### config.mk
export PLATFORM = sky130hd
export DESIGN_NAME = axilite_structure_flat
export DESIGN_NICKNAME = d
export VERILOG_FILES = /design/src/rtl/axilite_structure_if.sv /design/src/rtl/axilite_structure.sv /design/src/flat_wrapper.sv
export SDC_FILE = /design/constraint.sdc
export NUM_CORES = 1
export LEC_CHECK = 0
export ABC_AREA = 1
export ABC_CLOCK_PERIOD_IN_PS = 3860
export CAP_MARGIN = 20
export CELL_PAD_IN_SITES_DETAIL_PLACEMENT = 0
export CELL_PAD_IN_SITES_GLOBAL_PLACEMENT = 1
export CORE_MARGIN = 1
export CORE_UTILIZATION = 30
export CTS_BUF_LIST = sky130_fd_sc_hd__clkbuf_4
export DETAILED_ROUTE_END_ITERATION = 8
export PLACE_DENSITY_LB_ADDON = 0.15
export SYNTH_ARGS = -nofsm -noshare
export SYNTH_HDL_FRONTEND = slang
export SYNTH_SLANG_ARGS = --single-unit
### constraint.sdc
create_clock -name clk -period 3.86 [get_ports clk]
set_input_delay 0.386 -clock clk [delete_from_list [all_inputs] [get_ports clk]]
set_output_delay 0.386 -clock clk [all_outputs]
set_load 0.02 [all_outputs]
### src/rtl/axilite_structure_if.sv
// AXI4-Lite bus bundle shared by the bridge and its upstream master.
interface axi4_Lite #(
    parameter int addrWidth = 32,
    parameter int dataWidth = 32
);
    logic                   awvalid;
    logic                   awready;
    logic [addrWidth-1:0]   awaddr;
    logic [2:0]             awprot;
    logic                   wvalid;
    logic                   wready;
    logic [dataWidth-1:0]   wdata;
    logic [dataWidth/8-1:0] wstrb;
    logic                   bvalid;
    logic                   bready;
    logic [1:0]             bresp;
    logic                   arvalid;
    logic                   arready;
    logic [addrWidth-1:0]   araddr;
    logic [2:0]             arprot;
    logic                   rvalid;
    logic                   rready;
    logic [dataWidth-1:0]   rdata;
    logic [1:0]             rresp;

    modport axiSlave (
        input  awvalid, awaddr, awprot, wvalid, wdata, wstrb, bready,
        input  arvalid, araddr, arprot, rready,
        output awready, wready, bvalid, bresp, arready, rvalid, rdata, rresp
    );

    modport axiMaster (
        output awvalid, awaddr, awprot, wvalid, wdata, wstrb, bready,
        output arvalid, araddr, arprot, rready,
        input  awready, wready, bvalid, bresp, arready, rvalid, rdata, rresp
    );
endinterface

### src/rtl/axilite_structure.sv
// AXI4-Lite slave that registers each request toward a downstream port and
// relays the downstream response; independent write and read FSMs.
module axilite_structure #(
    parameter int addrWidth = 32,
    parameter int dataWidth = 32
) (
    input  logic                   clk,
    input  logic                   rst,
    axi4_Lite.axiSlave             i_f,
    input  logic                   awreadyM,
    input  logic                   wreadyM,
    input  logic                   arreadyM,
    input  logic                   bvalidM,
    input  logic                   rvalidM,
    input  logic [1:0]             brespM,
    input  logic [dataWidth-1:0]   rdataM,
    input  logic [1:0]             rrespM,
    output logic [addrWidth-1:0]   awaddrM,
    output logic [2:0]             awprotM,
    output logic [dataWidth-1:0]   wdataM,
    output logic [dataWidth/8-1:0] wstrbM,
    output logic [addrWidth-1:0]   araddrM,
    output logic [2:0]             arprotM
);

    typedef enum logic [2:0] {
        W_IDLE, W_ADDR, W_DATA, W_DWAIT, W_BWAIT, W_RESP
    } w_state_e;

    typedef enum logic [1:0] {
        R_IDLE, R_ADDR, R_DATA, R_RESP
    } r_state_e;

    w_state_e               w_state_q, w_state_d;
    r_state_e               r_state_q, r_state_d;
    logic [addrWidth-1:0]   awaddr_q, awaddr_d;
    logic [2:0]             awprot_q, awprot_d;
    logic [dataWidth-1:0]   wdata_q, wdata_d;
    logic [dataWidth/8-1:0] wstrb_q, wstrb_d;
    logic [1:0]             bresp_q, bresp_d;
    logic [addrWidth-1:0]   araddr_q, araddr_d;
    logic [2:0]             arprot_q, arprot_d;
    logic [dataWidth-1:0]   rdata_q, rdata_d;
    logic [1:0]             rresp_q, rresp_d;

    // NOTE: sequential state uses non-blocking (<=) so every register samples
    // pre-edge values; blocking here would create ordering-dependent races.
    always_ff @(posedge clk) begin
        if (rst) begin
            w_state_q <= W_IDLE;
            r_state_q <= R_IDLE;
            awaddr_q  <= '0;
            awprot_q  <= '0;
            wdata_q   <= '0;
            wstrb_q   <= '0;
            bresp_q   <= '0;
            araddr_q  <= '0;
            arprot_q  <= '0;
            rdata_q   <= '0;
            rresp_q   <= '0;
        end else begin
            w_state_q <= w_state_d;
            r_state_q <= r_state_d;
            awaddr_q  <= awaddr_d;
            awprot_q  <= awprot_d;
            wdata_q   <= wdata_d;
            wstrb_q   <= wstrb_d;
            bresp_q   <= bresp_d;
            araddr_q  <= araddr_d;
            arprot_q  <= arprot_d;
            rdata_q   <= rdata_d;
            rresp_q   <= rresp_d;
        end
    end

    // NOTE: every variable gets a hold default before the case so no path
    // leaves it unassigned, which would otherwise infer a latch.
    always_comb begin
        w_state_d = w_state_q;
        awaddr_d  = awaddr_q;
        awprot_d  = awprot_q;
        wdata_d   = wdata_q;
        wstrb_d   = wstrb_q;
        bresp_d   = bresp_q;
        case (w_state_q)
            W_IDLE: if (i_f.awvalid) begin
                awaddr_d  = i_f.awaddr;
                awprot_d  = i_f.awprot;
                w_state_d = W_ADDR;
            end
            W_ADDR:  if (awreadyM) w_state_d = W_DATA;
            W_DATA: if (i_f.wvalid) begin
                wdata_d   = i_f.wdata;
                wstrb_d   = i_f.wstrb;
                w_state_d = W_DWAIT;
            end
            W_DWAIT: if (wreadyM) w_state_d = W_BWAIT;
            W_BWAIT: if (bvalidM) begin
                bresp_d   = brespM;
                w_state_d = W_RESP;
            end
            W_RESP:  if (i_f.bready) w_state_d = W_IDLE;
            default: w_state_d = W_IDLE;
        endcase
    end

    always_comb begin
        r_state_d = r_state_q;
        araddr_d  = araddr_q;
        arprot_d  = arprot_q;
        rdata_d   = rdata_q;
        rresp_d   = rresp_q;
        case (r_state_q)
            R_IDLE: if (i_f.arvalid) begin
                araddr_d  = i_f.araddr;
                arprot_d  = i_f.arprot;
                r_state_d = R_ADDR;
            end
            R_ADDR:  if (arreadyM) r_state_d = R_DATA;
            R_DATA: if (rvalidM) begin
                rdata_d   = rdataM;
                rresp_d   = rrespM;
                r_state_d = R_RESP;
            end
            R_RESP:  if (i_f.rready) r_state_d = R_IDLE;
            default: r_state_d = R_IDLE;
        endcase
    end

    // Handshake outputs are pure state decodes, so they never glitch on inputs.
    assign i_f.awready = (w_state_q == W_IDLE);
    assign i_f.wready  = (w_state_q == W_DATA);
    assign i_f.bvalid  = (w_state_q == W_RESP);
    assign i_f.bresp   = bresp_q;
    assign i_f.arready = (r_state_q == R_IDLE);
    assign i_f.rvalid  = (r_state_q == R_RESP);
    assign i_f.rdata   = rdata_q;
    assign i_f.rresp   = rresp_q;

    assign awaddrM = awaddr_q;
    assign awprotM = awprot_q;
    assign wdataM  = wdata_q;
    assign wstrbM  = wstrb_q;
    assign araddrM = araddr_q;
    assign arprotM = arprot_q;

endmodule

### src/flat_wrapper.sv
// flat-port wrapper written by rule: the top's interface ports become plain ports
module axilite_structure_flat 
#(
    parameter int addrWidth = 32,
    parameter int dataWidth = 32
)
  (clk, rst, awreadyM, wreadyM, arreadyM, bvalidM, rvalidM, brespM, rdataM, rrespM, awaddrM, awprotM, wdataM, wstrbM, araddrM, arprotM, i_f_awvalid, i_f_awaddr, i_f_awprot, i_f_wvalid, i_f_wdata, i_f_wstrb, i_f_bready, i_f_arvalid, i_f_araddr, i_f_arprot, i_f_rready, i_f_awready, i_f_wready, i_f_bvalid, i_f_bresp, i_f_arready, i_f_rvalid, i_f_rdata, i_f_rresp);
  axi4_Lite #(.addrWidth(addrWidth), .dataWidth(dataWidth)) i_f_i ();
  input  logic clk;
  input  logic rst;
  input  logic awreadyM;
  input  logic wreadyM;
  input  logic arreadyM;
  input  logic bvalidM;
  input  logic rvalidM;
  input  logic [1:0] brespM;
  input  logic [dataWidth-1:0] rdataM;
  input  logic [1:0] rrespM;
  output logic [addrWidth-1:0] awaddrM;
  output logic [2:0] awprotM;
  output logic [dataWidth-1:0] wdataM;
  output logic [dataWidth/8-1:0] wstrbM;
  output logic [addrWidth-1:0] araddrM;
  output logic [2:0] arprotM;
  input wire logic [$bits(i_f_i.awvalid)-1:0] i_f_awvalid;
  input wire logic [$bits(i_f_i.awaddr)-1:0] i_f_awaddr;
  input wire logic [$bits(i_f_i.awprot)-1:0] i_f_awprot;
  input wire logic [$bits(i_f_i.wvalid)-1:0] i_f_wvalid;
  input wire logic [$bits(i_f_i.wdata)-1:0] i_f_wdata;
  input wire logic [$bits(i_f_i.wstrb)-1:0] i_f_wstrb;
  input wire logic [$bits(i_f_i.bready)-1:0] i_f_bready;
  input wire logic [$bits(i_f_i.arvalid)-1:0] i_f_arvalid;
  input wire logic [$bits(i_f_i.araddr)-1:0] i_f_araddr;
  input wire logic [$bits(i_f_i.arprot)-1:0] i_f_arprot;
  input wire logic [$bits(i_f_i.rready)-1:0] i_f_rready;
  output wire logic [$bits(i_f_i.awready)-1:0] i_f_awready;
  output wire logic [$bits(i_f_i.wready)-1:0] i_f_wready;
  output wire logic [$bits(i_f_i.bvalid)-1:0] i_f_bvalid;
  output wire logic [$bits(i_f_i.bresp)-1:0] i_f_bresp;
  output wire logic [$bits(i_f_i.arready)-1:0] i_f_arready;
  output wire logic [$bits(i_f_i.rvalid)-1:0] i_f_rvalid;
  output wire logic [$bits(i_f_i.rdata)-1:0] i_f_rdata;
  output wire logic [$bits(i_f_i.rresp)-1:0] i_f_rresp;
  assign i_f_i.awvalid = i_f_awvalid;
  assign i_f_i.awaddr = i_f_awaddr;
  assign i_f_i.awprot = i_f_awprot;
  assign i_f_i.wvalid = i_f_wvalid;
  assign i_f_i.wdata = i_f_wdata;
  assign i_f_i.wstrb = i_f_wstrb;
  assign i_f_i.bready = i_f_bready;
  assign i_f_i.arvalid = i_f_arvalid;
  assign i_f_i.araddr = i_f_araddr;
  assign i_f_i.arprot = i_f_arprot;
  assign i_f_i.rready = i_f_rready;
  assign i_f_awready = i_f_i.awready;
  assign i_f_wready = i_f_i.wready;
  assign i_f_bvalid = i_f_i.bvalid;
  assign i_f_bresp = i_f_i.bresp;
  assign i_f_arready = i_f_i.arready;
  assign i_f_rvalid = i_f_i.rvalid;
  assign i_f_rdata = i_f_i.rdata;
  assign i_f_rresp = i_f_i.rresp;
  axilite_structure #(.addrWidth(addrWidth), .dataWidth(dataWidth)) u_core (.clk(clk), .rst(rst), .i_f(i_f_i), .awreadyM(awreadyM), .wreadyM(wreadyM), .arreadyM(arreadyM), .bvalidM(bvalidM), .rvalidM(rvalidM), .brespM(brespM), .rdataM(rdataM), .rrespM(rrespM), .awaddrM(awaddrM), .awprotM(awprotM), .wdataM(wdataM), .wstrbM(wstrbM), .araddrM(araddrM), .arprotM(arprotM));
endmodule
==> results.rst <==
.. list-table::
   :header-rows: 1

   * - Metric
     - Value
   * - Die ar.
     - 19270 sq um
   * - Largest family of logic cells by synthesized area
     - simple AND/OR/NAND/NOR gates
   * - Net count after synthesis
     - 850
   * - Site Rows
     - 49
   * - Count of different cell masters after synthesis
     - 27
   * - Share of the synthesized area in compound gates (AO/OA/AOI/OAI)
     - 14.12%
   * - Length of the first detailed-routing pass in iterations
     - 7
   * - Initial cell density of the core
     - 30.95%
   * - Kind of critical path
     - register to primary output
   * - Commonest cells after routing, fill and taps aside
     - sky130_fd_sc_hd__clkdlybuf4s50_1 (298), sky130_fd_sc_hd__nor2_1 (153), sky130_fd_sc_hd__dfxtp_1 (147), sky130_fd_sc_hd__nand2_1 (82), sky130_fd_sc_hd__o21ai_0 (63)
   * - Violated checks
     - design-rule violations
   * - Worst hold path type
     - input pin to register
   * - Data required time of the critical path
     - 3.47 ns
   * - Slew @ Worst Pin
     - 0.9606 ns
   * - Final Setup Violations
     - 0
   * - Net count reported at finish
     - 1128
   * - Hold Vio Cnt, Final
     - 0
   * - Htree depth
     - 4
   * - Startpoint type of the worst setup path
     - register
   * - Fraction of the yosys area taken by sequential cells
     - 52.39%
   * - Run status
     - finished, violations left
   * - Maximum ir drop on the vdd rail
     - 0.0002490 V
   * - Initial DRC count
     - 265
   * - Worst slew margin relative to its limit
     - 35.96%
   * - Number of vias after detailed routing
     - 5478
   * - Peak fanout along the critical path
     - 37
   * - Die height
     - 138.8 um
   * - Count of hold-fix buffers inserted at cts
     - 0
   * - Clock Tree Buf Depth
     - 2
   * - Tcrit/Tclk final
     - 70.67%
   * - Detailed placement HPWL
     - 11430 um
   * - Peak Freq
     - 0.3666 GHz
   * - Die Width
     - 138.8 um
   * - Cell at the root of the clock tree
     - sky130_fd_sc_hd__clkbuf_4
   * - Count of final max-slew check failures
     - 0
   * - Share of layout cells above drive strength 1
     - 8.240%
   * - Standard cell core area
     - 18150 sq um
   * - Wire length of the first global-routing pass
     - 26410 um
   * - Power density over cell area
     - 574.3 nW/um^2
   * - Count of max-cap constraint violations
     - 0
   * - GRT Overall Usage
     - 17.20%
   * - Number of buffer cells added on primary ports
     - 300
   * - Post-synthesis share of cell area spent on full adders, half adders and majority gates
     - 0.8911%
   * - Number of warnings printed during yosys synthesis
     - 0
   * - TritonCTS clock tree
     - done
   * - Static Leakage
     - 3.213 nW
   * - Clock-pin slew on the worst setup and hold paths
     - 0.14 ns
   * - Final standard cell area without fillers
     - 8984 sq um
   * - Clk_lat worst skew
     - 0.54 ns
   * - Sum of negative setup slack
     - 0 ns
   * - Final weighted congestion in routability-driven placement
     - 0.7654
   * - Total global routing overflow
     - 0
   * - Share of synthesized area spent on multiplexers
     - 0%
   * - Vias per Instance
     - 4.516
   * - Antenna violations before repair
     - 1
   * - Via count of the first global-routing pass
     - 4991
   * - #FFs+latches synth
     - 147
   * - Area of the mapped netlist
     - 5617 sq um
   * - Simple logic cell fraction of the synthesized area
     - 26.26%
   * - Post-CTS setup-driven buffer insertion count
     - 0
   * - Clock skew
     - 0.02489 ns
   * - Post-detailed-route DRC marker count
     - 20
   * - Maximum number of pins on one net before global-route repair
     - 72
   * - Resize count post-CTS
     - 0
   * - Num Clock Sinks
     - 147
   * - XOR/XNOR Fraction of Synth Area
     - 0%
   * - Number of top-level pins
     - 301
   * - Mean instance size in the synthesized netlist
     - 8.117 sq um
   * - Relative area change from synthesis to final layout
     - 59.95%
   * - Synthesized netlist cell count
     - 692
   * - Total clock buffers created by CTS
     - 17
   * - Min Tclk post-route
     - 2.728 ns
   * - Wire per inst
     - 14.00 um
   * - Commonest non-fill, non-tap cell in the layout
     - sky130_fd_sc_hd__clkdlybuf4s50_1
   * - Critical Path AT
     - 2.34 ns
   * - Crit end category
     - primary output
   * - Sum of routed wire length over all layers
     - 16980 um
   * - Filler cell count
     - 1795
   * - Post-detailed-placement cell area
     - 8676 sq um
   * - Number of antenna-violating nets in the routed design
     - 0
   * - RSZ-0062 raised after global routing
     - no
==> registers in the layout (all words and copies together), names as in the netlist <==
register,flops
u_core.awprotM,3
u_core.araddrM,32
u_core.i_f.rdata,32
u_core.arprotM,3
u_core.awaddrM,32
u_core.wstrbM,4
u_core.i_f.bresp,2
u_core.i_f.rresp,2
u_core.wdataM,32
u_core.w_state_q,3
u_core.r_state_q,2
==> power by group <==
group          switching [mW]  internal [mW]
Sequential              0.175           1.80
Combinational            1.22          0.924
Clock                   0.587          0.453
Total                    1.98           3.18
==> cells by family after synthesis <==
family / after synthesis
flip-flops: 147
buffers and inverters: 68
AND/OR/NAND/NOR: 324
adder cells (fa/ha/maj): 4
AO/OA/AOI/OAI: 149
==> metal layers <==
metal  routed length, um  up-vias  track usage (%)  share of wire [%]
li1                    -     2831                -                  -
met1                7255     2430            21.04                 43
met2                7659      204            26.58                 45
met4                 250        0            5.965                1.5
met3                1816       13            7.873                 11
met5                   0        -                0                  0
==> worst paths after layout <==
check	to	slack [ns]	from	cells past startpoint
hold / removal	u_core.wdataM[17]$_SDFFE_PP0P_	0.42	i_f_wdata[17]	3
setup reg to reg	u_core.i_f.rdata[29]$_SDFFE_PP0P_	1.95	u_core.r_state_q[0]$_SDFFE_PP0P_	8
setup / recovery	i_f_awready	1.13	u_core.w_state_q[0]$_SDFFE_PP0P_	4
hold reg to reg	u_core.i_f.bresp[0]$_SDFFE_PP0P_	0.45	u_core.i_f.bresp[0]$_SDFFE_PP0P_	2
==> final cells by class <==
cell class	instances	area [sq um]	share of cell area (%)
Timing Repair Buffer	309	3060	34.07
Clock buffer	17	127.6	1.421
Tap cell	229	286.5	3.189
Inverter	18	67.56	0.7521
Antenna cell	1	2.502	0.02786
Clock inverter	15	177.7	1.978
Multi-Input combinational cell	477	2318	25.81
Sequential cell	147	2943	32.76
==> per-stage QoR <==
stage	hold slack, ns	utilization (%)	power (mW)	cells	worst slack, ns
finish	0.4157	49.50	5.159	1213	1.132
floorplan	0.5196	-	3.334	692	2.294
CTS	0.3515	49.49	5.237	1212	1.043
global placement	0.4344	47.81	4.180	1180	1.693
detailed placement	0.4405	47.81	4.177	1180	1.668
global route	0.3565	49.50	5.515	1213	0.9368
==> worst max-delay path: stages (launching register included) <==
cell and delay [ns]:
sky130_fd_sc_hd__dfxtp_1 0.41, sky130_fd_sc_hd__nor2_4 0.20, sky130_fd_sc_hd__inv_2 0.09, sky130_fd_sc_hd__nor2_8 0.40, sky130_fd_sc_hd__clkdlybuf4s50_1 0.70
==> synthesized netlist by cell type, drive strengths merged <==
master	number	area share (%)
nand3	78	8.7
clkinv	2	0.13
clkbuf	30	2.0
nor2	155	11
inv	16	1.1
nand3b	3	0.40
o22ai	2	0.22
dfxtp	147	52
nand2	84	5.8
o21ai	73	6.5
buf	20	3.1
nor3	4	0.56
a21oi	74	7.4
ha	4	0.89
Note: power is estimated with default switching activity, not from simulation.
